===== config.mk =====
export PLATFORM = sky130hd
export DESIGN_NAME = fx_cmd_master
export DESIGN_NICKNAME = d
export VERILOG_FILES = /design/src/rtl/fx_pkg.sv /design/src/rtl/fx_byte_timer.sv /design/src/rtl/fx_cmd_master.sv
export SDC_FILE = /design/constraint.sdc
export NUM_CORES = 1
export LEC_CHECK = 0
export CORE_MARGIN = 5
export CORE_UTILIZATION = 50
export CTS_CLUSTER_DIAMETER = 200
export DETAILED_ROUTE_END_ITERATION = 16
export PLACE_DENSITY = 0.9
export SKIP_LAST_GASP = 1
export SYNTH_ARGS = -nofsm -noshare
export SYNTH_HDL_FRONTEND = slang
export SYNTH_HIERARCHICAL = 1
export SYNTH_SLANG_ARGS = --single-unit

===== constraint.sdc =====
create_clock -name clk_sys -period 8 [get_ports clk_sys]
set_clock_uncertainty 0.2 [all_clocks]
set_input_delay 2.4 -clock clk_sys [delete_from_list [all_inputs] [get_ports clk_sys]]
set_output_delay 2.4 -clock clk_sys [all_outputs]
set_load 0.005 [all_outputs]

===== src/rtl/fx_pkg.sv =====
// Shared definitions for the fx register bus command master.
// Covers the address layout, the command opcodes and the FSM state encoding.
package fx_pkg;

  localparam int FX_ADDR_W = 22;
  localparam int FX_DEV_W  = 6;

  localparam logic [7:0] OP_WR = 8'h01;
  localparam logic [7:0] OP_RD = 8'h02;

  localparam logic [3:0] S_IDLE  = 4'd0;
  localparam logic [3:0] S_ADR2  = 4'd1;
  localparam logic [3:0] S_ADR1  = 4'd2;
  localparam logic [3:0] S_ADR0  = 4'd3;
  localparam logic [3:0] S_DATA  = 4'd4;
  localparam logic [3:0] S_WR    = 4'd5;
  localparam logic [3:0] S_RD    = 4'd6;
  localparam logic [3:0] S_RWAIT = 4'd7;
  localparam logic [3:0] S_RSP   = 4'd8;

  typedef enum logic [3:0] {
    ST_IDLE  = S_IDLE,
    ST_ADR2  = S_ADR2,
    ST_ADR1  = S_ADR1,
    ST_ADR0  = S_ADR0,
    ST_DATA  = S_DATA,
    ST_WR    = S_WR,
    ST_RD    = S_RD,
    ST_RWAIT = S_RWAIT,
    ST_RSP   = S_RSP
  } fx_state_e;

endpackage


===== src/rtl/fx_byte_timer.sv =====
// Inter-byte watchdog: counts enabled cycles since the last clear and flags
// the cycle in which the count reaches TIMEOUT-1.
module fx_byte_timer #(
  parameter int TIMEOUT = 1000
) (
  input  logic clk_sys,
  input  logic rst_n,
  input  logic clr,
  input  logic en,
  output logic expire
);

  localparam int W = (TIMEOUT > 1) ? $clog2(TIMEOUT) : 1;
  localparam logic [W-1:0] LAST = W'(TIMEOUT - 1);

  logic [W-1:0] cnt_r;

  // cycle counter; clear takes priority so the timer restarts on every byte
  always_ff @(posedge clk_sys or negedge rst_n) begin
    if (!rst_n) begin
      cnt_r <= '0;
    end else if (clr) begin
      cnt_r <= '0;
    end else if (en) begin
      cnt_r <= cnt_r + {{(W-1){1'b0}}, 1'b1};
    end else begin
      cnt_r <= cnt_r;
    end
  end

  assign expire = en & (cnt_r == LAST);

endmodule


===== src/rtl/fx_cmd_master.sv =====
// Host-link byte stream to fx register bus master: parses OP/A2/A1/A0[/D]
// frames into single write or read cycles and returns read bytes on a stream.
module fx_cmd_master
  import fx_pkg::*;
#(
  parameter int TIMEOUT = 1000,
  parameter int ERR_W   = 8
) (
  input  logic                 clk_sys,
  input  logic                 rst_n,
  input  logic [7:0]           cmd_data,
  input  logic                 cmd_vld,
  output logic                 cmd_rdy,
  output logic [7:0]           rsp_data,
  output logic                 rsp_vld,
  input  logic                 rsp_rdy,
  output logic [FX_ADDR_W-1:0] fx_waddr,
  output logic [7:0]           fx_data,
  output logic                 fx_wr,
  output logic [FX_ADDR_W-1:0] fx_raddr,
  output logic                 fx_rd,
  input  logic [7:0]           fx_q,
  output logic                 busy,
  output logic [ERR_W-1:0]     err_cnt
);

  fx_state_e            state_r;
  logic                 op_wr_r;
  logic [FX_ADDR_W-1:0] addr_r;
  logic                 accept_s;
  logic                 wait_s;
  logic                 tmr_clr_s;
  logic                 tmr_exp_s;

  function automatic logic [ERR_W-1:0] sat_inc(input logic [ERR_W-1:0] v);
    if (&v) begin
      return v;
    end else begin
      return v + {{(ERR_W-1){1'b0}}, 1'b1};
    end
  endfunction

  assign accept_s = cmd_vld & cmd_rdy;

  // mid-frame states in which the inter-byte timer runs
  always_comb begin
    wait_s = 1'b0;
    case (state_r)
      ST_ADR2, ST_ADR1, ST_ADR0, ST_DATA: wait_s = 1'b1;
      default:                            wait_s = 1'b0;
    endcase
  end

  assign tmr_clr_s = accept_s | ~wait_s | tmr_exp_s;

  fx_byte_timer #(.TIMEOUT(TIMEOUT)) u_timer (
    .clk_sys (clk_sys),
    .rst_n   (rst_n),
    .clr     (tmr_clr_s),
    .en      (wait_s),
    .expire  (tmr_exp_s)
  );

  // frame FSM with all bus and stream outputs registered
  always_ff @(posedge clk_sys or negedge rst_n) begin
    if (!rst_n) begin
      state_r  <= ST_IDLE;
      op_wr_r  <= 1'b0;
      addr_r   <= '0;
      cmd_rdy  <= 1'b0;
      rsp_data <= 8'h00;
      rsp_vld  <= 1'b0;
      fx_waddr <= '0;
      fx_data  <= 8'h00;
      fx_wr    <= 1'b0;
      fx_raddr <= '0;
      fx_rd    <= 1'b0;
      busy     <= 1'b0;
      err_cnt  <= '0;
    end else begin
      fx_wr <= 1'b0;
      fx_rd <= 1'b0;
      // a byte arriving on the expiry cycle wins over the abort
      if (tmr_exp_s && !accept_s) begin
        state_r <= ST_IDLE;
        busy    <= 1'b0;
        err_cnt <= sat_inc(err_cnt);
      end else begin
        case (state_r)
          ST_IDLE: begin
            cmd_rdy <= 1'b1;
            if (accept_s) begin
              if ((cmd_data == OP_WR) || (cmd_data == OP_RD)) begin
                op_wr_r <= (cmd_data == OP_WR);
                state_r <= ST_ADR2;
                busy    <= 1'b1;
              end else begin
                err_cnt <= sat_inc(err_cnt);
              end
            end
          end
          ST_ADR2: begin
            if (accept_s) begin
              addr_r[FX_ADDR_W-1:16] <= cmd_data[FX_DEV_W-1:0];
              state_r                <= ST_ADR1;
            end
          end
          ST_ADR1: begin
            if (accept_s) begin
              addr_r[15:8] <= cmd_data;
              state_r      <= ST_ADR0;
            end
          end
          ST_ADR0: begin
            if (accept_s) begin
              addr_r[7:0] <= cmd_data;
              if (op_wr_r) begin
                state_r <= ST_DATA;
              end else begin
                state_r  <= ST_RD;
                fx_rd    <= 1'b1;
                fx_raddr <= {addr_r[FX_ADDR_W-1:8], cmd_data};
                cmd_rdy  <= 1'b0;
              end
            end
          end
          ST_DATA: begin
            if (accept_s) begin
              state_r  <= ST_WR;
              fx_wr    <= 1'b1;
              fx_waddr <= addr_r;
              fx_data  <= cmd_data;
              cmd_rdy  <= 1'b0;
            end
          end
          ST_WR: begin
            state_r <= ST_IDLE;
            busy    <= 1'b0;
            cmd_rdy <= 1'b1;
          end
          ST_RD: begin
            state_r <= ST_RWAIT;
          end
          ST_RWAIT: begin
            rsp_data <= fx_q;
            rsp_vld  <= 1'b1;
            state_r  <= ST_RSP;
          end
          ST_RSP: begin
            if (rsp_rdy) begin
              rsp_vld <= 1'b0;
              state_r <= ST_IDLE;
              busy    <= 1'b0;
              cmd_rdy <= 1'b1;
            end
          end
          default: begin
            state_r <= ST_IDLE;
            busy    <= 1'b0;
            cmd_rdy <= 1'b0;
            rsp_vld <= 1'b0;
          end
        endcase
      end
    end
  end

endmodule


======== Yosys cells after proc, flatten, opt, wreduce, memory -nomap -nowiden ========
Cells that the tools add are included.
word-level totals
  input port bits ......................... 20
  register bits after elaboration ......... 110
  logic and storage cells ................. 112
operators by class
  bitwise gates (word level) .............. 9
  add/subtract/negate cells ............... 2
  reductions and logical operators ........ 25
  multiplexer cells ....................... 36
  equal/unequal tests ..................... 24
operators with widths
  cell                                                 count
  two-way mux 8 bit                                    5
  two-way mux 4 bit                                    8
  case mux 4 bit (8 select lines)                      1
  inequality test 3 bit, second input constant         7
  two-way mux 10 bit                                   2
  AND reduction 3 bit                                  6
  equality test 4 x 3 -> 1 bit, second input constant  4
  two-way mux 1 bit                                    16
  AND reduction 4 bit                                  3
  adder 10 x 1 -> 10 bit, second input constant        1
  equality test 10 bit, second input constant          1
  inequality test 2 bit, second input constant         5
  adder 8 x 1 -> 8 bit, second input constant          1
  equality test 4 x 2 -> 1 bit, second input constant  2
  equality test 8 x 1 -> 1 bit, second input constant  1
  equality test 8 x 2 -> 1 bit, second input constant  1
  AND reduction 8 bit                                  1
  OR reduction 4 bit                                   2
  AND reduction 7 bit                                  1
  OR reduction 7 bit                                   1
  case mux 1 bit (3 select lines)                      2
  AND reduction 6 bit                                  1
  nonzero test 2 bit                                   3
  OR reduction 6 bit                                   1
  other kinds (14)                                     20

======== Logic depth before layout (Yosys ltp) ========
Gate-level depths: netlist of the first run.
  depth after elaboration ................. 7
  gate-level depth with buffers ........... 12
  gate-level depth less buffers ........... 10

======== By module ========
Netlist of the first run, hierarchy kept.
by module, submodules not included
  module         area each (µm²)  cells each  times used
  fx_cmd_master  4182.8           291         1
  fx_byte_timer  518.0            52          1

======== Worst setup path after synthesis of the first run ========
No wires, ideal clock.
  path kind ............................... input -> register
  from .................................... input port cmd_vld
  to ...................................... register err_cnt[7]
  stages .................................. 6
  path slack .............................. 4.136 ns
  path buffers ............................ 2
  arrival time ............................ 3.537 ns
  cell sequence ........................... and2_4 -> buf_6 -> and4_4 -> buf_6 -> nor4_1 -> mux2_1
between the ends
  word-level cells in the longest chain between the ends .. 5
RTL lines
  what                                                                          RTL line             RTL
  from (decl)                                                                   fx_cmd_master.sv:12  input logic cmd_vld,
  bitwise AND 1 bit *                                                           fx_cmd_master.sv:43  assign accept_s = cmd_vld & cmd_rdy;
  logical NOT 1 bit                                                             fx_cmd_master.sv:84  if (tmr_exp_s && !accept_s) begin
  logical AND 1 bit                                                             fx_cmd_master.sv:84
  inequality test 2 bit (no source line) or nonzero test 2 bit (tied branches)  n/a
  AND reduction 3 bit (no source line)                                          n/a
  to (signal assigned)                                                          fx_cmd_master.sv:87  err_cnt <= sat_inc(err_cnt);
  to (signal assigned)                                                          fx_cmd_master.sv:98  err_cnt <= sat_inc(err_cnt);
  to (decl)                                                                     fx_cmd_master.sv:24  output logic [ERR_W-1:0] err_cnt
Every way passes the cells marked *; elsewhere a longest branch is shown, timed or not.
A chain may end at the register's enable or synchronous reset.

======== Worst setup path after layout of the first run ========
  from .................................... input port cmd_vld
  to ...................................... register fx_waddr[18]
between the ends
  word-level cells in the longest chain between the ends .. 5
RTL lines
  what                                    RTL line              RTL
  bitwise AND 1 bit *                     fx_cmd_master.sv:43
  logical NOT 1 bit                       fx_cmd_master.sv:84
  logical AND 1 bit                       fx_cmd_master.sv:84
  NOT 1 bit (no source line)              n/a
  AND reduction 3 bit (no source line) *  n/a
  to (signal assigned)                    fx_cmd_master.sv:131  fx_waddr <= addr_r;
  to (decl)                               fx_cmd_master.sv:17   output logic [FX_ADDR_W-1:0] fx_waddr,
Marks and branches as above.

==> results of run 1 <==
[power groups by stage]
stage / clock [uW] / combinational (uW) / sequential, uW
4_1_cts: 370 / 739 / 909
3_5_place_dp: 0 / 735 / 920
5_1_grt: 388 / 788 / 942
6_report: 357 / 726 / 908
3_3_place_gp: 0 / 702 / 904
2_1_floorplan: 0 / 404 / 878
[per-stage QoR]
step,setup slack [ps],instances
floorplan,4140,343
global placement,3310,533
detailed placement,3250,533
CTS,3660,549
global route,3520,549
finish,3660,549
[worst max-delay path, stage by stage]
cell and delay [ps]:
clkdlybuf4s50_1 550, and2_4 230, nand3_2 630, mux2_1 580
[cell families (layout without fill, tap and decap cells)]
kind of cell | count (synthesis) | after routing
AO/OA/AOI/OAI | 38 | 38
XOR/XNOR | 9 | 9
adder cells (fa/ha/maj) | 2 | 2
buffers and inverters | 20 | 115
flip-flops | 110 | 110
multiplexers | 88 | 88
AND/OR/NAND/NOR | 76 | 76
[cell type report]
type                       instances  share of cell area
sequential                       110               0.466
multi-input combinational        213               0.311
timing repair buffer              93               0.157
tap                              111              0.0235
clock buffer                       9              0.0210
clock inverter                     7              0.0178
inverter                           6             0.00381
[worst paths after layout]
check / endpoint / depth (start not counted)
setup / recovery: fx_waddr[18] / 4
max in group asynchronous: addr_r[15] / 2
hold / removal: fx_raddr[14] / 1
hold reg to reg: fx_raddr[14] / 1
setup reg to reg: err_cnt[7] / 8
min in group asynchronous: rsp_data[6] / 1
[metal layers]
layer	share of wire	GRT usage	vias up
li1	-	-	1423
met4	0.016	0.0584	0
met1	0.44	0.242	1588
met2	0.50	0.306	70
met3	0.043	0.0458	11
met5	0	0	-
[layout by cell type (no fill, tap or decap), drive strengths merged, types with 3 or more instances in the layout]
cell	count
dfrtp	110
clkdlybuf4s50	91
mux2	87
nor2	15
nand2	11
a21oi	9
o21ai	9
clkbuf	9
nor3	9
nand3	9
xor2	8
inv	7
o31ai	5
nor4	5
nor4b	4
nand4	4
or4	4
nor2b	3
clkinv	3
[flip-flops by register name (all words and copies together), names as in the netlist]
| register | count |
|---|---|
| addr_r | 22 |
| fx_raddr | 22 |
| fx_waddr | 22 |
| u_timer/cnt_r | 10 |
| err_cnt | 8 |
| fx_data | 8 |
| rsp_data | 8 |
| state_r | 4 |
| busy | 1 |
| cmd_rdy | 1 |
| fx_rd | 1 |
| fx_wr | 1 |
| op_wr_r | 1 |
| rsp_vld | 1 |
==> reports/summary.txt, run 1 <==
sequential share of power -> 0.456
CTS tree -> yes
Pwr Total -> 1990 uW
mux contribution to synthesized area -> 0.211
CTS clk-pin slew, worst paths -> 110 ps
Commonest cells post-synth -> dfrtp_1, mux2_2, nor2_1
diode count -> 0
Post-synth EDFFs -> 0
Clock Power Share -> 0.179
Net Sw Power -> 633 uW
WS Path Type -> input port to register
RSZ-0062 raised after global routing -> false
clock insertion delay at the later pin of the skew report -> 370 ps
Setup TNS -> 0 ps
fin area -> 0.00591 sq mm
nets@finish -> 455
Hold WC Path Type -> register to register
area taken by multi-input logic gates -> 0.00184 sq mm
Compound-Gate Fraction of Synth Area -> 0.0572
Least-Margin Pin Slew -> 812 ps
hold_ws -> 303 ps
largest net degree at the start of global routing -> 60
Die X -> 107 um
Post-DP Area -> 0.00568 sq mm
Worst Path Arrival -> 4410 ps
Syn Inst Count -> 343
vias per std cell -> 5.63
Post-CTS Setup Bufs -> 0
first-pass GRT wire length -> 16.7 mm
drt drc -> 0
period utilisation layout -> 0.543
vias in the first global route -> 3209
slew margin rel. -> 0.458
simple-gate share of the synthesized area -> 0.0998
Max-Cap Viols -> 0
P&R area growth vs syn -> 25.6%
WP data required -> 8060 ps
die height -> 107 um
outcome -> complete, no violations
Int Pwr -> 1360 uW
largest area contributor in the netlist -> dfrtp_1
sequential area share after synthesis -> 0.586
reg2reg setup slack -> 4110 ps
IO buf count -> 92
Mapped Nets -> 365
H-Tree Depth -> 3
fill count -> 718
largest family of logic cells by synthesized area -> multiplexers
Comb power frac -> 0.364
Storage cell area -> 0.00275 sq mm
Yosys cell types -> 53
initial antenna violation count -> 0
dpl hpwl -> 7.17 mm
endpoints failing hold -> 0
yosys warns -> 6
Peak VDD IR -> 141 uV
clock sinks -> 110
Setup crit start kind -> input port
maximum clock rate -> 230 MHz
Pwr Density -> 337 mW/mm^2
CORE AREA -> 0.00920 sq mm
origin of the critical flop-to-flop path -> state_r[0]
synth top area cells -> dfrtp_1, mux2_2, mux2_1, xor2_1, a21oi_1
flops & latches, synth -> 110
xor/xnor share of the synthesized area -> 0.0168
layout cell share with drive strength beyond 1 -> 0.265
Adder-Cell Fraction of Synth Area -> 0.00532
peak fanout along the critical path -> 31
Ports -> 93
die area -> 0.0114 sq mm
Net Sw Frac -> 0.318
Leakage -> 0.00255 uW
# rows -> 35
all-layer global routing usage -> 0.185
Root Buffer -> clkbuf_8
cts hold-fix bufs -> 0
Routed Antenna Nets -> 0
Synth Cell Area -> 0.00470 sq mm
final setup fails -> 0
Avg WL per Cell -> 18.2 um
Initial Util -> 0.511
placer's final routability congestion estimate -> 0.765
Hold Crit Start -> fx_raddr[14]
routed via count -> 3092
1st-pass router iterations -> 4
Main synth FF type -> dfrtp_1
post-synth top area share -> 0.586
grt ovf -> 0
DRT iter0 DRCs -> 126
fin crit period -> 4340 ps
Worst Setup End Kind -> register
crit path from -> cmd_vld
mean post-synth cell area -> 13.7 sq um
CTS max path bufs -> 2
post-CTS sizing -> 0
Pins Over Slew Limit -> 0
Num CTS Buffers -> 9
routed wire length -> 10.0 mm
post-layout util -> 0.642
Synth async-reset ratio -> 1.00
count leader, synth -> dfrtp_1
Power figures use the tool's default switching activity.
==> run 2, diff against run 1 <==
--- a/config.mk
+++ b/config.mk
@@ -6,10 +6,10 @@
 export NUM_CORES = 1
 export LEC_CHECK = 0
 export CORE_MARGIN = 5
-export CORE_UTILIZATION = 50
+export CORE_UTILIZATION = 46
 export CTS_CLUSTER_DIAMETER = 200
 export DETAILED_ROUTE_END_ITERATION = 16
-export PLACE_DENSITY = 0.9
+export PLACE_DENSITY = 0.87
 export SKIP_LAST_GASP = 1
 export SYNTH_ARGS = -nofsm -noshare
 export SYNTH_HDL_FRONTEND = slang
==> constraint.sdc (replaced) <==
create_clock -name clk_sys -period 3.9 [get_ports clk_sys]
set_clock_uncertainty 0.2 [all_clocks]
set_input_delay 1.17 -clock clk_sys [delete_from_list [all_inputs] [get_ports clk_sys]]
set_output_delay 1.17 -clock clk_sys [all_outputs]
set_load 0.005 [all_outputs]
==> reports/summary.txt, run 2 (same netlist as run 1, synthesis figures left out) <==
vias in the first global route -> 3207
CORE AREA -> 0.0101 sq mm
die area -> 0.0123 sq mm
WP data required -> 3950 ps
diode count -> 0
period utilisation layout -> 0.861
IO buf count -> 92
fin crit period -> 3360 ps
Final WS setup -> 543 ps
grt ovf -> 0
WS Path Type -> register to register
Int Pwr -> 2810 uW
Peak VDD IR -> 284 uV
hold_ws -> 301 ps
H-Tree Depth -> 3
Worst R2R Path Depth -> 8
initial antenna violation count -> 0
Die X -> 111 um
RSZ-0062 raised after global routing -> false
drt drc -> 0
first-pass GRT wire length -> 16.6 mm
clock sinks -> 110
Post-CTS Setup Bufs -> 0
post-CTS sizing -> 0
DP Worst Slack -> 535 ps
final setup fails -> 0
Num CTS Buffers -> 9
commonest non-fill, non-tap cell in the layout -> dfrtp_1
CTS max path bufs -> 2
Leakage -> 0.00258 uW
all-layer global routing usage -> 0.165
maximum clock rate -> 298 MHz
Setup crit start kind -> register
dpl hpwl -> 7.07 mm
routed wire length -> 9.89 mm
cts hold-fix bufs -> 0
layout cell share with drive strength beyond 1 -> 0.273
Worst Setup End Kind -> register
endpoints failing hold -> 0
Routed Antenna Nets -> 0
Initial Util -> 0.464
routed via count -> 3079
Avg WL per Cell -> 17.1 um
DRT iter0 DRCs -> 93
Hold WC Path Type -> register to register
biggest regs -> addr_r: 22 flops, fx_raddr: 22 flops, fx_waddr: 22 flops
Pwr Density -> 682 mW/mm^2
vias per std cell -> 5.32
Ports -> 93
sequential share of power -> 0.453
die height -> 111 um
Worst Path Arrival -> 3410 ps
Net Sw Frac -> 0.310
CTS clk-pin slew, worst paths -> 100 ps
# rows -> 37
Pins Over Slew Limit -> 0
clock insertion delay at the later pin of the skew report -> 360 ps
Least-Margin Pin Slew -> 783 ps
nets@finish -> 461
CTS tree -> yes
Comb power frac -> 0.376
1st-pass router iterations -> 4
fill count -> 797
hold path depth -> 1
Max-Cap Viols -> 0
Clock Power Share -> 0.171
commonest non-fill, non-tap cells in the layout -> dfrtp_1, clkdlybuf4s50_1, mux2_2
P&R area growth vs syn -> 27.3%
slew margin rel. -> 0.478
Root Buffer -> clkbuf_8
peak fanout along the critical path -> 12
placer's final routability congestion estimate -> 0.827
largest net degree at the start of global routing -> 63
Net Sw Power -> 1270 uW
outcome -> complete, no violations
Setup TNS -> 0 ps
-- run 2: cell types whose count changed in the layout (fill, tap and decap cells not counted) --
cell / change
buf_12: +2
inv_6: +1
clkinvlp_4: -1
clkinv_4: +1
clkbuf_8: +1
buf_4: +4
clkinv_8: -3
-- run 2: metrics by stage --
stage                     cells   util  total power, uW  instance area [sq um]
after floorplan             343      -             2630                   4700
after global placement      564  0.570             3330                   5780
after detailed placement    564  0.570             3420                   5780
after CTS                   579  0.590             4130                   5980
after global routing        579  0.590             4350                   5980
final                       579  0.590             4080                   5980
-- run 2: area by class of cell --
class / count / area, sq um / share of cell area
clock buffer: 10 / 138 / 0.0230
clock inverter: 5 / 66.3 / 0.0111
inverter: 6 / 22.5 / 0.00376
multi-input combinational: 213 / 1840 / 0.307
sequential: 110 / 2750 / 0.460
tap: 136 / 170 / 0.0284
timing repair buffer: 99 / 996 / 0.166
-- run 2: worst max-delay path, stage by stage (launching register included) --
cell	delay (ps)
dfrtp_1	630
or3b_1	420
a21oi_1	190
nand3_1	100
nor3_1	340
a21boi_2	490
a31oi_2	180
nor4_1	370
mux2_1	350
-- run 2: power groups by stage --
stage	Combinational, uW	Sequential (uW)	Clock, uW
after floorplan	829	1800	0
after global placement	1490	1840	0
after detailed placement	1550	1870	0
after CTS	1560	1850	718
after global routing	1680	1910	759
final	1530	1850	699
-- run 2: per-layer routing --
layer | global-route usage | wire length [um] | vias to the layer above | part of all wire
li1 | - | - | 1439 | -
met1 | 0.212 | 4150 | 1554 | 0.42
met2 | 0.274 | 5010 | 77 | 0.51
met3 | 0.0519 | 641 | 9 | 0.065
met4 | 0.0406 | 92 | 0 | 0.0093
met5 | 0 | 0 | - | 0
-- run 2: worst paths after layout --
kind | from | to | slack, ps
setup / recovery | state_r[2] | err_cnt[7] | 540
max in group asynchronous | rst_n | fx_data[3] | 2110
hold reg to reg | fx_raddr[15] | fx_raddr[15] | 300
hold / removal | fx_raddr[15] | fx_raddr[15] | 300
setup reg to reg | state_r[2] | err_cnt[7] | 540
min in group asynchronous | rst_n | rsp_data[6] | 690
==> run 3, diff against run 2 <==
--- a/config.mk
+++ b/config.mk
@@ -9,7 +9,9 @@
 export CORE_UTILIZATION = 46
 export CTS_CLUSTER_DIAMETER = 200
 export DETAILED_ROUTE_END_ITERATION = 16
-export PLACE_DENSITY = 0.87
+export PLACE_DENSITY = 0.75
+export RECOVER_POWER = 25
+export REMOVE_ABC_BUFFERS = 1
 export SKIP_LAST_GASP = 1
 export SYNTH_ARGS = -nofsm -noshare
 export SYNTH_HDL_FRONTEND = slang
==> reports/summary.txt, run 3 (same netlist as run 1, synthesis figures left out) <==
Worst R2R End -> err_cnt[7]
slew margin rel. -> -0.277
Pins Over Slew Limit -> 78
grt ovf -> 0
routed wire length -> 9.69 mm
clock insertion delay at the later pin of the skew report -> 380 ps
Initial Util -> 0.464
Pwr Density -> 679 mW/mm^2
CORE AREA -> 0.0101 sq mm
die area -> 0.0123 sq mm
critical path's largest stage delay -> 610 ps
Ports -> 93
first-pass GRT wire length -> 16.0 mm
Post-CTS Setup Bufs -> 0
maximum clock rate -> 303 MHz
commonest non-fill, non-tap cells in the layout -> dfrtp_1, clkdlybuf4s50_1, mux2_2
Crit-path slowest cell -> dfrtp_1
CTS tree -> yes
Pwr Total -> 4050 uW
failing checks -> capacitance limit, slew limit
Max-Cap Viols -> 1
fill count -> 813
Storage cell area -> 0.00275 sq mm
routed via count -> 3115
P&R area growth vs syn -> 26.8%
CTS max path bufs -> 2
WP data required -> 3970 ps
Worst R2R Path Depth -> 8
area taken by multi-input logic gates -> 0.00184 sq mm
WHS Endpoint -> fx_waddr[18]
Net Sw Power -> 1300 uW
1st-pass router iterations -> 4
clock sinks -> 110
Worst Path Arrival -> 3380 ps
hold path depth -> 1
Placed Cells -> 564
Levels on crit path -> 8
Die X -> 111 um
H-Tree Depth -> 3
nets@finish -> 461
commonest non-fill, non-tap cell in the layout -> dfrtp_1
largest net degree at the start of global routing -> 79
Least-Margin Pin Slew -> 1920 ps
Setup TNS -> 0 ps
Setup crit start kind -> register
Avg WL per Cell -> 16.7 um
initial antenna violation count -> 0
fin crit period -> 3310 ps
die height -> 111 um
vias per std cell -> 5.37
Comb power frac -> 0.378
Non-Filler Instances -> 580
Routed Antenna Nets -> 0
RSZ-0062 raised after global routing -> false
CP top delay family -> simple AND/OR/NAND/NOR gates
period utilisation layout -> 0.848
Net Sw Frac -> 0.322
biggest regs -> addr_r: 22 flops, fx_raddr: 22 flops, fx_waddr: 22 flops
Peak VDD IR -> 314 uV
drt drc -> 0
Int Pwr -> 2750 uW
endpoints failing hold -> 0
WS Path Type -> register to register
Hold WC Path Type -> register to register
Leakage -> 0.00258 uW
Buf/Inv on CP -> 0
peak fanout along the critical path -> 12
diode count -> 0
layout cell share with drive strength beyond 1 -> 0.275
origin of the critical flop-to-flop path -> state_r[2]
final setup fails -> 0
# rows -> 37
Num CTS Buffers -> 9
sequential share of power -> 0.455
Root Buffer -> clkbuf_8
outcome -> finished with violations
placer's final routability congestion estimate -> 0.804
post-CTS sizing -> 0
Clock Power Share -> 0.168
DRT iter0 DRCs -> 223
vias in the first global route -> 3180
dpl hpwl -> 6.86 mm
Hold Crit Start -> fx_waddr[18]
cts hold-fix bufs -> 0
all-layer global routing usage -> 0.159
CTS clk-pin slew, worst paths -> 120 ps
IO buf count -> 92
Worst Setup End Kind -> register
reg2reg setup slack -> 590 ps
CP cell instances -> or3b_1 > a21oi_1 > nand3_1 > nor3_1 > a21boi_2 > a31oi_2 > nor4_1 > mux2_1
-- run 3: layout make-up --
type / instances / area share
clock buffers: 9 / 0.0208
clock inverters: 7 / 0.0122
inverters: 6 / 0.00378
multi-input cells: 213 / 0.308
flip-flops and latches: 110 / 0.462
well taps: 136 / 0.0286
repair buffers: 99 / 0.165
-- run 3: worst max-delay path by stage --
stage                        to  slack [ps]        from
6_report             err_cnt[7]         590  state_r[2]
5_1_grt        u_timer/cnt_r[7]         390  state_r[2]
4_1_cts              err_cnt[7]         610  state_r[2]
3_5_place_dp        fx_raddr[3]         540     cmd_vld
3_3_place_gp       fx_raddr[20]         570     cmd_vld
2_1_floorplan        err_cnt[7]         600  state_r[0]
-- run 3: worst reg2reg max path: stages, from the launching register on --
cell and delay (ps):
dfrtp_1 610, or3b_1 410, a21oi_1 190, nand3_1 100
nor3_1 330, a21boi_2 500, a31oi_2 170, nor4_1 350
mux2_1 350
-- run 3: power by group through the flow --
stage	sequential (uW)	combinational, uW	clock [uW]
after detailed placement	1870	1550	0
after CTS	1840	1560	703
after floorplan	1830	739	0
after global routing	1900	1660	749
after global placement	1840	1500	0
final	1840	1530	679
-- run 3: layer usage --
| layer | GRT usage | vias to the layer above | wire, um |
|---|---|---|---|
| met4 | 0.0487 | 0 | 99 |
| met5 | 0 | - | 0 |
| met2 | 0.263 | 71 | 4860 |
| met1 | 0.206 | 1586 | 4290 |
| met3 | 0.0437 | 6 | 443 |
| li1 | - | 1452 | - |
-- run 3: metrics by stage --
| stage | cell area [sq um] | util | setup slack (ps) | hold slack, ps |
|---|---|---|---|---|
| global placement | 5770 | 0.569 | 572 | 277 |
| global route | 5960 | 0.588 | 389 | 324 |
| CTS | 5960 | 0.588 | 611 | 317 |
| floorplan | 4610 | - | 596 | 269 |
| detailed placement | 5770 | 0.569 | 538 | 290 |
| finish | 5960 | 0.588 | 594 | 310 |
